[src/rtl/track_select_ctrl_pkg.sv]
// track_select_ctrl_pkg: shared defaults, FSM state codes and counter-width helper for track_select_ctrl
package track_select_ctrl_pkg;
  localparam int N_TRACKS_DEF = 8;
  localparam int IDX_W_DEF = 3;
  localparam int DEBOUNCE_CYC_DEF = 2_000_000;
  localparam int RPT_DELAY_CYC_DEF = 50_000_000;
  localparam int RPT_RATE_CYC_DEF = 15_000_000;
  localparam logic [1:0] ST_IDLE = 2'd0;
  localparam logic [1:0] ST_HELD = 2'd1;
  localparam logic [1:0] ST_REPEAT = 2'd2;
  function automatic int cnt_w(input int a, input int b, input int c);
    int m;
    m = (a > b) ? a : b;
    m = (m > c) ? m : c;
    return $clog2(m) + 1;
  endfunction
endpackage

[src/rtl/track_select_ctrl_btn_conditioner.sv]
// btn_conditioner: 2-FF sync, debounce and hold auto-repeat of one raw button (clk, rst_n, btn -> step 1-cycle pulse per press/repeat)
module btn_conditioner
  import track_select_ctrl_pkg::*;
#(
  parameter int DEBOUNCE_CYC = DEBOUNCE_CYC_DEF,
  parameter int RPT_DELAY_CYC = RPT_DELAY_CYC_DEF,
  parameter int RPT_RATE_CYC = RPT_RATE_CYC_DEF
) (
  input  logic clk,
  input  logic rst_n,
  input  logic btn,
  output logic step
);
  localparam int W = cnt_w(DEBOUNCE_CYC, RPT_DELAY_CYC, RPT_RATE_CYC);
  logic s1, s, level;
  logic [W-1:0] dcnt, rcnt;
  logic [1:0] st;
  always_ff @(posedge clk or negedge rst_n) begin
    if (!rst_n) begin
      s1 <= 1'b0;
      s <= 1'b0;
      level <= 1'b0;
      dcnt <= '0;
    end else begin
      s1 <= btn;
      s <= s1;
      if (s == level) dcnt <= '0;
      else if (dcnt == W'(DEBOUNCE_CYC - 1)) begin
        level <= s;
        dcnt <= '0;
      end else dcnt <= dcnt + 1'b1;
    end
  end
  always_ff @(posedge clk or negedge rst_n) begin
    if (!rst_n) begin
      st <= ST_IDLE;
      rcnt <= '0;
      step <= 1'b0;
    end else begin
      step <= 1'b0;
      if (st == ST_IDLE) begin
        if (level) begin
          st <= ST_HELD;
          step <= 1'b1;
          rcnt <= W'(RPT_DELAY_CYC);
        end
      end else if (!level) st <= ST_IDLE;
      else if (rcnt == W'(1)) begin
        st <= ST_REPEAT;
        step <= 1'b1;
        rcnt <= W'(RPT_RATE_CYC);
      end else rcnt <= rcnt - 1'b1;
    end
  end
endmodule

[src/rtl/track_select_ctrl.sv]
// track_select_ctrl: conditioned next/pre buttons step a wrapping track index (clk, rst_n, i_next, i_pre -> o_next_pulse, o_pre_pulse, o_track_idx, o_changed)
module track_select_ctrl
  import track_select_ctrl_pkg::*;
#(
  parameter int N_TRACKS = N_TRACKS_DEF,
  parameter int IDX_W = IDX_W_DEF,
  parameter int DEBOUNCE_CYC = DEBOUNCE_CYC_DEF,
  parameter int RPT_DELAY_CYC = RPT_DELAY_CYC_DEF,
  parameter int RPT_RATE_CYC = RPT_RATE_CYC_DEF
) (
  input  logic             clk,
  input  logic             rst_n,
  input  logic             i_next,
  input  logic             i_pre,
  output logic             o_next_pulse,
  output logic             o_pre_pulse,
  output logic [IDX_W-1:0] o_track_idx,
  output logic             o_changed
);
  logic step_n, step_p, nx, pv;
  btn_conditioner #(.DEBOUNCE_CYC(DEBOUNCE_CYC), .RPT_DELAY_CYC(RPT_DELAY_CYC), .RPT_RATE_CYC(RPT_RATE_CYC))
    u_next (.clk(clk), .rst_n(rst_n), .btn(i_next), .step(step_n));
  btn_conditioner #(.DEBOUNCE_CYC(DEBOUNCE_CYC), .RPT_DELAY_CYC(RPT_DELAY_CYC), .RPT_RATE_CYC(RPT_RATE_CYC))
    u_pre (.clk(clk), .rst_n(rst_n), .btn(i_pre), .step(step_p));
  assign nx = step_n & ~step_p;
  assign pv = step_p & ~step_n;
  always_ff @(posedge clk or negedge rst_n) begin
    if (!rst_n) begin
      o_next_pulse <= 1'b0;
      o_pre_pulse <= 1'b0;
      o_changed <= 1'b0;
      o_track_idx <= '0;
    end else begin
      o_next_pulse <= nx;
      o_pre_pulse <= pv;
      o_changed <= nx | pv;
      if (nx) o_track_idx <= (o_track_idx == IDX_W'(N_TRACKS - 1)) ? '0 : o_track_idx + 1'b1;
      else if (pv) o_track_idx <= (o_track_idx == '0) ? IDX_W'(N_TRACKS - 1) : o_track_idx - 1'b1;
    end
  end
endmodule

[config.mk]
export PLATFORM = sky130hd
export DESIGN_NAME = track_select_ctrl
export DESIGN_NICKNAME = d
export VERILOG_FILES = /design/src/rtl/track_select_ctrl_pkg.sv /design/src/rtl/track_select_ctrl_btn_conditioner.sv /design/src/rtl/track_select_ctrl.sv
export SDC_FILE = /design/constraint.sdc
export NUM_CORES = 1
export LEC_CHECK = 0
export CAP_MARGIN = 30
export CORE_ASPECT_RATIO = 0.5
export CORE_MARGIN = 3
export CORE_UTILIZATION = 30
export CTS_CLUSTER_SIZE = 12
export DETAILED_ROUTE_END_ITERATION = 10
export SYNTH_ARGS = -nofsm -noshare
export SYNTH_HDL_FRONTEND = slang
export SYNTH_SLANG_ARGS = --single-unit
[constraint.sdc]
create_clock -name clk -period 2.7 [get_ports clk]
set_input_delay 0.54 -clock clk [delete_from_list [all_inputs] [get_ports clk]]
set_output_delay 0.54 -clock clk [all_outputs]
set_load 0.01 [all_outputs]
==> impl_metrics.csv <==
group,metric,value,unit
cells_and_area,area_delta_synth_final,18.1,%
global_route,antenna_found_initial,0,
floorplanning,die_w,214,µm
critical_path,path_cells,"or4_4, or4_1, o41ai_4, or2_1, o311ai_1",
clock_network,path_clk_slew,0.06,ns
logic_synthesis,synth_compound_area_frac,0.111,
global_route,grt_pass1_wl,24200,µm
clock_network,htree_levels,4,
sta,period_share,0.925,
cells_and_area,antennaDiodeCount,0,
sta,min_period,2.50,ns
critical_path,cp-start-kind,"flip-flop",
critical_path,cpLargestDelayFamily,"simple AND/OR/NAND/NOR gates",
logic_synthesis,yosysWarnings,0,
cells_and_area,drive_above_1_share,0.0928,
sta,hold_viol_final,0,
critical_path,crit_arrival,2.79,ns
clock_network,cts_tree,"built",
logic_synthesis,synth.cells.most_frequent,"126 x dfrtp_1, 93 x nor2_1, 42 x nand2_1, 34 x nand3_1",
hold_path,min_path_type,"in2async",
floorplanning,die-area,0.0236,mm²
detailed_routing,wl_per_cell,13.8,µm
sta,slew_headroom,0.586,
critical_path,cp_max_fo,6,
clock_network,root_buffer,"clkbuf_16",
logic_synthesis,yosysTopAreaCell,"dfrtp_1",
sta,finalMaxSlewViolations,0,
placement,gp_congestion,0.841,
global_route,grt_use_total,0.124,
logic_synthesis,synthXorXnorAreaFrac,0.0821,
logic_synthesis,yosysMostFrequentCell,"dfrtp_1",
logic_synthesis,seq_area_frac_synth,0.485,
logic_synthesis,synth-simple-area-share,0.265,
job,drv_cap,0,
clock_network,cts_inserted_buffers,17,
detailed_routing,vias,5234,
sta,fin_skew,0.00726,ns
logic_synthesis,synthCells,690,
detailed_routing,antenna_left,0,
global_route,overflow,0,
detailed_routing,routed_via_density,5.11,
logic_synthesis,synth.cell_area,0.00650,mm²
sta,setup_viol,0,
floorplanning,start_util,0.311,
logic_synthesis,mappedNetlistNets,706,
sta,worst_pin_slew,0.615,ns
detailed_routing,drc_errors,0,
logic_synthesis,yosys_most_used_dff,"dfrtp_1",
critical_path,cpMaxStageDelayCell,"or4_4",
logic_synthesis,ys_types,64,
floorplanning,placementRows,37,
logic_synthesis,synth.area.mux_share,0.00308,
critical_path,critPathMaxStageDelay,0.57,ns
clock_network,clkLatencyLatePin,0.42,ns
sta,rsz0062_at_grt,"no",
sta,fmax,0.400,GHz
run_status,status,"complete, no violations",
floorplanning,fp.dieH,110,µm
logic_synthesis,avgSynthCellArea,9.43,µm²
logic_synthesis,synth.top_cell.area_share,0.485,
cells_and_area,fin_cells,1025,
critical_path,crit_buf_inv,0,
clock_network,ctsResizeCount,0,
floorplanning,core,0.0209,mm²
critical_path,endpoint_kind,"flip-flop",
clock_network,cts_sinks,126,
detailed_routing,drtIter0Drc,270,
power_and_ir_drop,powerDensity,565,mW/mm²
detailed_routing,routed_wl,14100,µm
logic_synthesis,synth-edff-count,0,
placement,dp.cells,994,
detailed_routing,dr.pass1.iters,4,
clock_network,postCtsSetupBuffers,0,
power_and_ir_drop,vdd_drop_max,0.311,mV
logic_synthesis,ys_seq_elements,126,
global_route,grt_max_degree,61,
placement,dp_hpwl,9720,µm
critical_path,required,2.99,ns
cells_and_area,nets,737,
power_and_ir_drop,leakage,3.41,nW
critical_path,crit_type,"reg2reg",
logic_synthesis,synthTopCellsByArea,"dfrtp_1 48%, nor2_1 5.4%, xnor2_1 4.3%",
global_route,first_global_vias,5038,
floorplanning,pin_count,10,
logic_synthesis,ys_async_sr_fraction,1.00,
placement,io_buffers,9,
logic_synthesis,synth_adder_area_share,0.0231,
logic_synthesis,synth_top_family_by_area,"simple AND/OR/NAND/NOR gates",
sta,tns,0,ns
clock_network,cts-root-to-sink-buffers,2,
-- per-stage QoR --
stage                     setup slack (ns)   util  total power [mW]  instance area (µm²)  hold slack, ns
after floorplan                      0.331      -              1.96                 6500           0.244
after global placement               0.191  0.338              2.02                 7070           0.333
after detailed placement             0.131  0.338              2.02                 7070           0.338
after CTS                            0.113  0.367              4.40                 7680          0.0704
after global routing                0.0420  0.367              4.49                 7680          0.0808
final                                0.202  0.367              4.34                 7680          0.0566
-- sequential cells by signal, summed over array words and instances, names as in the netlist, 2 cells and up --
signal,cells
u_pre.st,2
o_track_idx,3
u_pre.dcnt,27
u_next.st,2
u_next.dcnt,27
u_next.rcnt,27
u_pre.rcnt,27
-- cell usage in the layout, fill, tap and decap left out, types with 26 or more instances in the layout --
cell / count
xor2_1: 29
nor2_1: 93
xnor2_1: 32
nand2_1: 42
inv_1: 26
buf_4: 26
dfrtp_1: 126
nor3_1: 32
nand3_1: 34
nor4_1: 26
-- power breakdown --
part | internal (mW) | switching [mW] | leakage [nW]
registers | 1.90 | 0.00931 | 1.75
logic | 0.0197 | 0.0567 | 1.38
clock network | 1.52 | 0.837 | 0.283
total | 3.43 | 0.903 | 3.41
-- path summary, 6_finish.rpt --
check / end / start / cells after the start / slack (ns)
setup / recovery: u_pre.rcnt[4] / u_pre.rcnt[19] / 5 / 0.20
hold / removal: u_pre.st[1] / rst_n / 1 / 0.06
setup reg to reg: u_pre.rcnt[4] / u_pre.rcnt[19] / 5 / 0.20
hold reg to reg: u_pre.s / u_pre.s1 / 0 / 0.35
max in group asynchronous: u_next.rcnt[17] / rst_n / 2 / 1.88
min in group clk: u_pre.s / u_pre.s1 / 0 / 0.35
-- repair_timing --
action	in CTS	in global routing
setup endpoints to repair	0	6
hold buffers	0	0
hold endpoints to repair	0	0
-- routing by layer --
layer | GRT usage | wire length [µm]
met1 | 0.159 | 6840
met2 | 0.207 | 6460
met3 | 0.0298 | 514
met4 | 0.0488 | 302
met5 | 0 | 0
-- kinds of logic (layout without fill, tap and decap cells) --
| kind of cell | count (synthesis) | count (layout) |
|---|---|---|
| and+or+nand+nor | 330 | 330 |
| DFF | 126 | 126 |
| AOI/OAI and AO/OA | 107 | 107 |
| xor gates and xnor gates | 61 | 61 |
| buffers and inverters | 52 | 95 |
| adders and majority gates | 12 | 12 |
| muxes | 2 | 2 |
-- layout make-up --
| class | count | area [µm²] |
|---|---|---|
| tap | 292 | 365 |
| sequential | 126 | 3150 |
| fill | 2097 | 13200 |
| inverter | 29 | 109 |
| clock buffer | 21 | 470 |
| multi-input combinational | 512 | 3150 |
| timing repair buffer | 35 | 295 |
| clock inverter | 10 | 138 |
Power figures use the tool's default switching activity.
